`src/rtl/uart_tx_arbiter.sv`:
```
`default_nettype none
// ============================================================================
// Module   : uart_tx_arbiter
// Purpose  : Shares one UART transmitter between two byte-stream requesters.
//            Arbitration is round-robin and per message: once granted, a
//            requester keeps the transmitter until it hands over a byte with
//            tlast. The output toward the transmitter is a registered
//            valid/ready stage.
// Revision : 1.0 - initial release
//
// Ports
//   clk              rising-edge clock (transmitter domain)
//   rst              asynchronous reset, active low
//   reqN_tdata/tvalid/tlast  requester N byte stream in (N = 0, 1)
//   reqN_tready      requester N byte accepted this cycle
//   tx_tdata/tvalid  registered byte stream to the transmitter
//   tx_tready        transmitter accepts the byte
//   grant            one-hot current owner, 00 = none
//   timeout          one-cycle pulse when a grant is revoked by timeout
//
// Build option
//   UART_ARB_TIMEOUT_EN : when defined, an owner that stays idle for
//   LOCK_TIMEOUT cycles inside a message loses its grant. When undefined
//   the grant is held until tlast and timeout is tied low.
// ============================================================================
module uart_tx_arbiter #(
  parameter int LOCK_TIMEOUT = 1024,
  parameter int TW           = 16
) (
  input  logic       clk,
  input  logic       rst,
  input  logic [7:0] req0_tdata,
  input  logic       req0_tvalid,
  input  logic       req0_tlast,
  output logic       req0_tready,
  input  logic [7:0] req1_tdata,
  input  logic       req1_tvalid,
  input  logic       req1_tlast,
  output logic       req1_tready,
  output logic [7:0] tx_tdata,
  output logic       tx_tvalid,
  input  logic       tx_tready,
  output logic [1:0] grant,
  output logic       timeout
);

  typedef enum logic [0:0] {
    S_IDLE = 1'b0,
    S_LOCK = 1'b1
  } state_t;

  state_t     r_state;
  state_t     w_state_nxt;
  logic [1:0] r_grant;
  logic [1:0] w_grant_nxt;
  logic       r_last_grant;      // index of the most recent winner
  logic       w_last_grant_nxt;
  logic [7:0] r_tx_tdata;
  logic       r_tx_tvalid;

  logic       w_slot_free;
  logic       w_lock;
  logic       w_own_sel;
  logic       w_own_valid;
  logic       w_own_last;
  logic [7:0] w_own_data;
  logic       w_xfer;
  logic       w_pick;
  logic       w_to_hit;

  // A range-violating timeout would make the counter compare unreachable.
  if ((LOCK_TIMEOUT < 1) || (64'(LOCK_TIMEOUT) >= (64'd1 << TW))) begin : g_bad_cfg
  end

  // The output register can take a new byte when empty or draining now.
  assign w_slot_free = ~r_tx_tvalid | tx_tready;
  assign w_lock      = (r_state == S_LOCK);

  // Owner-side mux; grant is one-hot, so bit 1 selects requester 1.
  assign w_own_sel   = r_grant[1];
  assign w_own_valid = w_own_sel ? req1_tvalid : req0_tvalid;
  assign w_own_last  = w_own_sel ? req1_tlast  : req0_tlast;
  assign w_own_data  = w_own_sel ? req1_tdata  : req0_tdata;

  assign req0_tready = w_lock & r_grant[0] & w_slot_free;
  assign req1_tready = w_lock & r_grant[1] & w_slot_free;
  assign w_xfer      = w_lock & w_own_valid & w_slot_free;

  // On a tie the requester that did not win last time takes the grant.
  assign w_pick = (req0_tvalid & req1_tvalid) ? ~r_last_grant : req1_tvalid;

  always_comb begin
    w_state_nxt      = r_state;
    w_grant_nxt      = r_grant;
    w_last_grant_nxt = r_last_grant;
    case (r_state)
      S_IDLE: begin
        if (req0_tvalid | req1_tvalid) begin
          w_state_nxt      = S_LOCK;
          w_grant_nxt      = w_pick ? 2'b10 : 2'b01;
          w_last_grant_nxt = w_pick;
        end
      end
      S_LOCK: begin
        if ((w_xfer & w_own_last) | w_to_hit) begin
          w_state_nxt = S_IDLE;
          w_grant_nxt = 2'b00;
        end
      end
      default: begin
        w_state_nxt = S_IDLE;
        w_grant_nxt = 2'b00;
      end
    endcase
  end

  always_ff @(posedge clk or negedge rst) begin
    if (!rst) begin
      r_state      <= S_IDLE;
      r_grant      <= 2'b00;
      r_last_grant <= 1'b1;
      r_tx_tdata   <= 8'h00;
      r_tx_tvalid  <= 1'b0;
    end else begin
      r_state      <= w_state_nxt;
      r_grant      <= w_grant_nxt;
      r_last_grant <= w_last_grant_nxt;
      if (w_xfer) begin
        r_tx_tdata  <= w_own_data;
        r_tx_tvalid <= 1'b1;
      end else if (tx_tready) begin
        r_tx_tvalid <= 1'b0;
      end
    end
  end

`ifdef UART_ARB_TIMEOUT_EN
  logic [TW-1:0] r_cnt;
  logic          r_timeout;
  logic          w_idle_cyc;

  // Only cycles where the owner offers nothing count; transmitter stalls
  // with the owner still valid do not.
  assign w_idle_cyc = w_lock & ~w_own_valid;
  assign w_to_hit   = w_idle_cyc & (r_cnt == TW'(LOCK_TIMEOUT - 1));

  always_ff @(posedge clk or negedge rst) begin
    if (!rst) begin
      r_cnt     <= '0;
      r_timeout <= 1'b0;
    end else begin
      r_timeout <= w_to_hit;
      // Held at zero in IDLE so every new lock starts from a clean count.
      if (!w_lock || w_xfer || w_to_hit) begin
        r_cnt <= '0;
      end else if (w_idle_cyc) begin
        r_cnt <= r_cnt + 1'b1;
      end
    end
  end

  assign timeout = r_timeout;
`else
  assign w_to_hit = 1'b0;
  assign timeout  = 1'b0;
`endif

  assign tx_tdata  = r_tx_tdata;
  assign tx_tvalid = r_tx_tvalid;
  assign grant     = r_grant;

endmodule
`default_nettype wire

```
`config.mk`:
```
export PLATFORM = sky130hd
export DESIGN_NAME = uart_tx_arbiter
export DESIGN_NICKNAME = d
export VERILOG_FILES = /design/src/rtl/uart_tx_arbiter.sv
export SDC_FILE = /design/constraint.sdc
export NUM_CORES = 1
export LEC_CHECK = 0
export CAP_MARGIN = 20
export CORE_AREA = 2 2 44 56
export CTS_BUF_LIST = sky130_fd_sc_hd__clkbuf_16
export CTS_CLUSTER_DIAMETER = 40
export DETAILED_ROUTE_END_ITERATION = 6
export DIE_AREA = 0 0 46 58
export GPL_TIMING_DRIVEN = 0
export PLACE_DENSITY = 0.69
export SLEW_MARGIN = 20
export SYNTH_ARGS = -nofsm -noshare
export SYNTH_HDL_FRONTEND = slang
export SYNTH_SLANG_ARGS = --single-unit
```
`constraint.sdc`:
```
create_clock -name clk -period 3.8 [get_ports clk]
set_clock_uncertainty 0.1 [all_clocks]
set_input_delay 0.76 -clock clk [delete_from_list [all_inputs] [get_ports clk]]
set_output_delay 0.76 -clock clk [all_outputs]
set_load 0.01 [all_outputs]
```
==> results.json, run 1 <==
{
  "outcome": "finished, final reports clean",
  "postCtsSetupRepairBufs": 0,
  "required_ns": 2.94,
  "cp_top_family": "buffers and inverters",
  "core_region_area_um2": 2140,
  "slew_violations": 0,
  "dp_hpwl_um": 1219,
  "critPathKind": "in -> out",
  "netlist_top_cells_count": "dfrtp_1 (12), mux2_4 (9), mux2_2 (8)",
  "internal_power_uw": 630.8,
  "io_buffers": 35,
  "pre_cts_ws_ns": 0.8623,
  "clkTransAtPathRegs_ns": 0.05,
  "synth_warnings": 0,
  "insertion_delay_ns": 0.24,
  "setup_viol": 0,
  "finalCriticalPeriod_ns": 2.941,
  "drt_iter0_drc": 4,
  "p_comb_share_pct": 49.2,
  "fin_setup_tns_ns": 0,
  "first_pass_iters": 4,
  "crit_fanout": 5,
  "insertedDiodeCount": 0,
  "timing.final.ws_setup_ns": 0.8590,
  "sequentialPowerShare_pct": 28.7,
  "cp.arrival_ns": 2.08,
  "pwr-share-clk_pct": 22.1,
  "avgRoutedWirePerCell_um": 14.95,
  "numCtsBuffers": 3,
  "hp-class": "reg -> reg",
  "cp_common_cell": "clkdlybuf4s50_1",
  "cts_buffer_depth": 2,
  "die_area_um2": 2668,
  "drc_errors": 0,
  "grt_pass1_vias": 618,
  "routed_wl_um": 1674,
  "htree_levels": 1,
  "track_usage_pct": 14.45,
  "antenna_found_initial": 0,
  "synth_top_cell_by_area": "dfrtp_1",
  "powerDensity_nw_per_um2": 764.0,
  "fp.dieH_um": 58,
  "tritoncts": "done",
  "clock.fmax_ghz": 0.3400,
  "synth_area_um2": 708.2,
  "initial_core_util_pct": 33.10,
  "via_per_inst": 5.116,
  "worst-path-buf-inv": 2,
  "cts-resized-gates": 0,
  "maxSlewHeadroom_pct": 58.40,
  "grt_max_degree": 14,
  "rsz0062_at_grt": "false",
  "synth_edf_count": 0,
  "p_sw_share_pct": 29.05,
  "leakagePower_uw": 0.0005082,
  "synth-seq-cells": 13,
  "dp.cells": 108,
  "syn_inst": 52,
  "pin_count": 37,
  "cts.sinks": 13,
  "yosys.area.top_type_share_pct": 42.40,
  "vias": 573,
  "worst_path_max_delay_cell": "clkdlybuf4s50_1",
  "fillers": 199,
  "hold_violations": 0,
  "cp_cell_sequence": "clkdlybuf4s50_1 > nand2b_2 > and3_1 > clkdlybuf4s50_1",
  "synth_area_leaders": "dfrtp_1 (42%), mux2_4 (19%), mux2_2 (13%)",
  "worst_pin_slew_ns": 0.6220,
  "drtAntennaViolNets": 0,
  "synth-seq-area-share_pct": 46.11,
  "rows": 19,
  "nets": 115,
  "overflow": 0,
  "p_total_uw": 889.0,
  "drv_cap": 0,
  "cp-end-kind": "output port",
  "grt_pass1_wl_um": 2835,
  "die_w_um": 46,
  "cts_root_buf": "clkbuf_16",
  "switchingPower_uw": 258.3,
  "synth_fp_nets": 75,
  "place_congestion": 0.7783,
  "fin_cells": 112,
  "async_flop_share_pct": 100.0,
  "drive_gt1_share_pct": 29.67,
  "synthDistinctLibCells": 20,
  "synth_flop_cell": "dfrtp_1",
  "peakVddDrop_mv": 0.3728,
  "max_stage_delay_ns": 0.53,
  "syn-mean-instance-area_um2": 13.62,
  "final_core_util_pct": 54.39,
  "synth_most_common_cell": "dfrtp_1",
  "area_growth_pct": 64.31,
  "cp-start-kind": "input pin",
  "hold_buffers": 0,
  "finalCritPeriodShare_pct": 77.39
}
-- tightest hold or removal path, stage by stage (launching register included) --
cell	delay [ns]
dfstp_2	0.37
nand2_1	0.05
o21ai_1	0.05
-- through the flow --
step | hold WS, ns | cell area (µm²)
global route | 0.3874 | 1164
global placement | 0.3623 | 1085
CTS | 0.3775 | 1164
floorplan | 0.3515 | 708.2
detailed placement | 0.3712 | 1085
finish | 0.3802 | 1164
-- power by group through the flow --
stage | sequential, µW | clock, µW | combinational, µW
global route | 261 | 206 | 469
detailed placement | 254 | 0 | 443
CTS | 255 | 200 | 443
floorplan | 277 | 0 | 223
finish | 255 | 197 | 437
global placement | 252 | 0 | 435
-- final cells by class --
cell class              instances  area (µm²)  share of cell area, %
multi-input cells              35       357.8                  30.75
clock buffers                   3       75.07                  6.452
flip-flops and latches         13       326.6                  28.06
well taps                      21       26.28                  2.258
inverters                       1       3.754                 0.3226
repair buffers                 35       350.3                  30.11
clock inverters                 1       3.754                 0.3226
plain buffers                   3       20.02                  1.720
-- cell usage in the layout (no fill, tap or decap), types with 2 or more instances in the layout --
master,n
mux2_4,9
nand2b_1,2
clkbuf_16,3
o2bb2ai_1,2
inv_1,2
nand2_1,3
and3_1,2
clkdlybuf4s50_1,35
dfrtp_1,12
buf_4,2
mux2_2,8
-- worst paths after layout --
check                             start           end  slack (ns)  depth (start not counted)
max reg2reg                    grant[1]   tx_tdata[4]        2.23                          3
max in group asynchronous           rst      grant[1]        2.39                          1
min reg2reg                r_last_grant  r_last_grant        0.38                          2
min in group asynchronous           rst   tx_tdata[0]        0.81                          1
min                        r_last_grant  r_last_grant        0.38                          2
max                           tx_tready   req1_tready        0.86                          4
-- sequential cells by signal, indices dropped and copies added (netlist names) --
name          cells
tx_tdata          8
r_state           1
r_last_grant      1
tx_tvalid         1
grant             2
-- per-layer routing --
metal	up-vias	track usage [%]	share of wire (%)
met1	275	16.47	41
met2	27	25.20	51
li1	267	-	-
met3	4	2.181	6.8
met4	0	6.939	1.5
met5	-	0	0
-- cells by family (layout without fill, tap and decap cells) --
family | Yosys count | in the layout | synth area share (%)
muxes | 18 | 18 | 33.22
and+or+nand+nor | 10 | 10 | 9.718
other | 1 | 1 | 0.5295
buffers and inverters | 4 | 43 | 3.355
AOI/OAI and AO/OA | 6 | 6 | 7.067
DFF | 13 | 13 | 46.11
Power figures use the tool's default switching activity.
==> inputs of run 2 (changes only) <==
--- a/config.mk
+++ b/config.mk
@@ -6,13 +6,13 @@
 export NUM_CORES = 1
 export LEC_CHECK = 0
 export CAP_MARGIN = 20
-export CORE_AREA = 2 2 44 56
+export CORE_AREA = 2 2 44 57
 export CTS_BUF_LIST = sky130_fd_sc_hd__clkbuf_16
 export CTS_CLUSTER_DIAMETER = 40
 export DETAILED_ROUTE_END_ITERATION = 6
-export DIE_AREA = 0 0 46 58
+export DIE_AREA = 0 0 46 59
 export GPL_TIMING_DRIVEN = 0
-export PLACE_DENSITY = 0.69
+export PLACE_DENSITY = 0.71
 export SLEW_MARGIN = 20
 export SYNTH_ARGS = -nofsm -noshare
 export SYNTH_HDL_FRONTEND = slang
==> constraint.sdc (replaced) <==
create_clock -name clk -period 2.45 [get_ports clk]
set_clock_uncertainty 0.1 [all_clocks]
set_input_delay 0.49 -clock clk [delete_from_list [all_inputs] [get_ports clk]]
set_output_delay 0.49 -clock clk [all_outputs]
set_load 0.01 [all_outputs]
==> results.json, run 2 (same netlist as run 1, synthesis figures left out) <==
{
  "tritoncts": "done",
  "final_cell_mix": "clkdlybuf4s50_1 (35), dfrtp_1 (12), mux2_4 (9), mux2_2 (8)",
  "grt_pass1_wl_um": 2573,
  "cp_cell_sequence": "clkdlybuf4s50_1 > nand2b_2 > and3_1 > clkdlybuf4s50_1",
  "grt_use_met1_pct": 16.05,
  "crit_start": "tx_tready",
  "drc_errors": 0,
  "drv_cap": 0,
  "powerDensity_nw_per_um2": 1176,
  "outcome": "finished, final reports clean",
  "met2_usage_pct": 21.43,
  "worstHoldStart": "r_last_grant",
  "rows": 19,
  "htree_levels": 1,
  "worst_pin_slew_ns": 0.6057,
  "hp-class": "reg -> reg",
  "die_w_um": 46,
  "ff2ff_setup_slack_ns": 0.89,
  "place_congestion": 0.7419,
  "cp_top_family": "buffers and inverters",
  "critPathKind": "in -> out",
  "initial_core_util_pct": 33.10,
  "rsz0062_at_grt": "false",
  "overflow": 0,
  "crit_fanout": 5,
  "insertedDiodeCount": 0,
  "grt-busiest-layer": "met2",
  "clock.fmax_ghz": 0.4182,
  "via_per_inst": 4.884,
  "r2r_start": "grant[1]",
  "largest_reg_flops": 8,
  "finalCritPeriodShare_pct": 97.59,
  "area_growth_pct": 64.31,
  "finalCriticalPeriod_ns": 2.391,
  "postCtsSetupRepairBufs": 0,
  "cts-resized-gates": 0,
  "track_usage_pct": 13.00,
  "reg2reg_depth": 3,
  "fin_hold_ws_ns": 0.3743,
  "cp_common_cell": "clkdlybuf4s50_1",
  "maxSlewHeadroom_pct": 59.50,
  "io_buffers": 35,
  "grt_use_met3_pct": 3.963,
  "holdPathStages": 2,
  "worst_path_max_delay_cell": "clkdlybuf4s50_1",
  "grt_pass1_vias": 592,
  "core_region_area_um2": 2140,
  "setup_viol": 0,
  "antenna_found_initial": 0,
  "cp.arrival_ns": 1.80,
  "vias": 547,
  "hold_buffers": 0,
  "required_ns": 1.86,
  "final_common_cell": "clkdlybuf4s50_1",
  "cp.depth": 4,
  "grt_max_degree": 14,
  "drt_iter0_drc": 4,
  "leakagePower_uw": 0.0005082,
  "cts.sinks": 13,
  "cts_buffer_depth": 2,
  "routed_wl_um": 1625,
  "cts_root_buf": "clkbuf_16",
  "first_pass_iters": 2,
  "cp-start-kind": "input pin",
  "dp_hpwl_um": 1206,
  "hold_violations": 0,
  "regToRegEndpoint": "tx_tdata[3]",
  "clkTransAtPathRegs_ns": 0.05,
  "max_stage_delay_ns": 0.53,
  "nets": 115,
  "fillers": 189,
  "hold_end": "r_last_grant",
  "final_core_util_pct": 54.39,
  "drtAntennaViolNets": 0,
  "worst-path-buf-inv": 2,
  "fin_setup_tns_ns": 0,
  "drive_gt1_share_pct": 29.67,
  "fp.dieH_um": 59,
  "die_area_um2": 2714,
  "pin_count": 37,
  "numCtsBuffers": 3,
  "cp-end-kind": "output port",
  "slew_violations": 0,
  "insertion_delay_ns": 0.24,
  "peakVddDrop_mv": 0.5937,
  "avgRoutedWirePerCell_um": 14.51
}
## run 2: cell counts in the layout (fill, tap and decap cells not counted)
No cell type changed its count.
## run 2: routing by layer
metal  part of all wire [%]  vias to the layer above
met5                      0                        -
met1                     44                      256
met4                   0.43                        0
met3                    8.3                        2
met2                     47                       24
li1                       -                      265
## run 2: area by class of cell
| cell class | count | area (µm²) | area share [%] |
|---|---|---|---|
| Buffer | 3 | 20.02 | 1.720 |
| Clock buffer | 3 | 75.07 | 6.452 |
| Clock inverter | 1 | 3.754 | 0.3226 |
| Inverter | 1 | 3.754 | 0.3226 |
| Multi-Input combinational cell | 35 | 357.8 | 30.75 |
| Sequential cell | 13 | 326.6 | 28.06 |
| Tap cell | 21 | 26.28 | 2.258 |
| Timing Repair Buffer | 35 | 350.3 | 30.11 |
## run 2: power by group
part	switching, µW	internal [µW]	leakage [µW]
logic	239	436	0.000315
registers	64.4	327	0.000151
clock network	87.7	215	0.0000423
total	391	978	0.000508
## run 2: tightest hold or removal path: stages (launching register included)
cell and delay (ns):
dfstp_2 0.37, nand2_1 0.05, o21ai_1 0.05
## run 2: through the flow
step	cells	instance area [µm²]	power (µW)	setup slack (ns)
floorplan	52	708.2	776.5	0.9484
global placement	108	1085	1068	0.05706
detailed placement	108	1085	1074	0.05160
CTS	112	1164	1387	0.05160
global route	112	1164	1451	0.02094
finish	112	1164	1369	0.05893
## run 2: how the worst max path moves through the flow
stage                     slack, ns           to
after floorplan                0.95  req0_tready
after CTS                      0.05  req1_tready
after detailed placement       0.05  req1_tready
after global placement         0.06  req1_tready
after global routing           0.02  req1_tready
final                          0.06  req1_tready
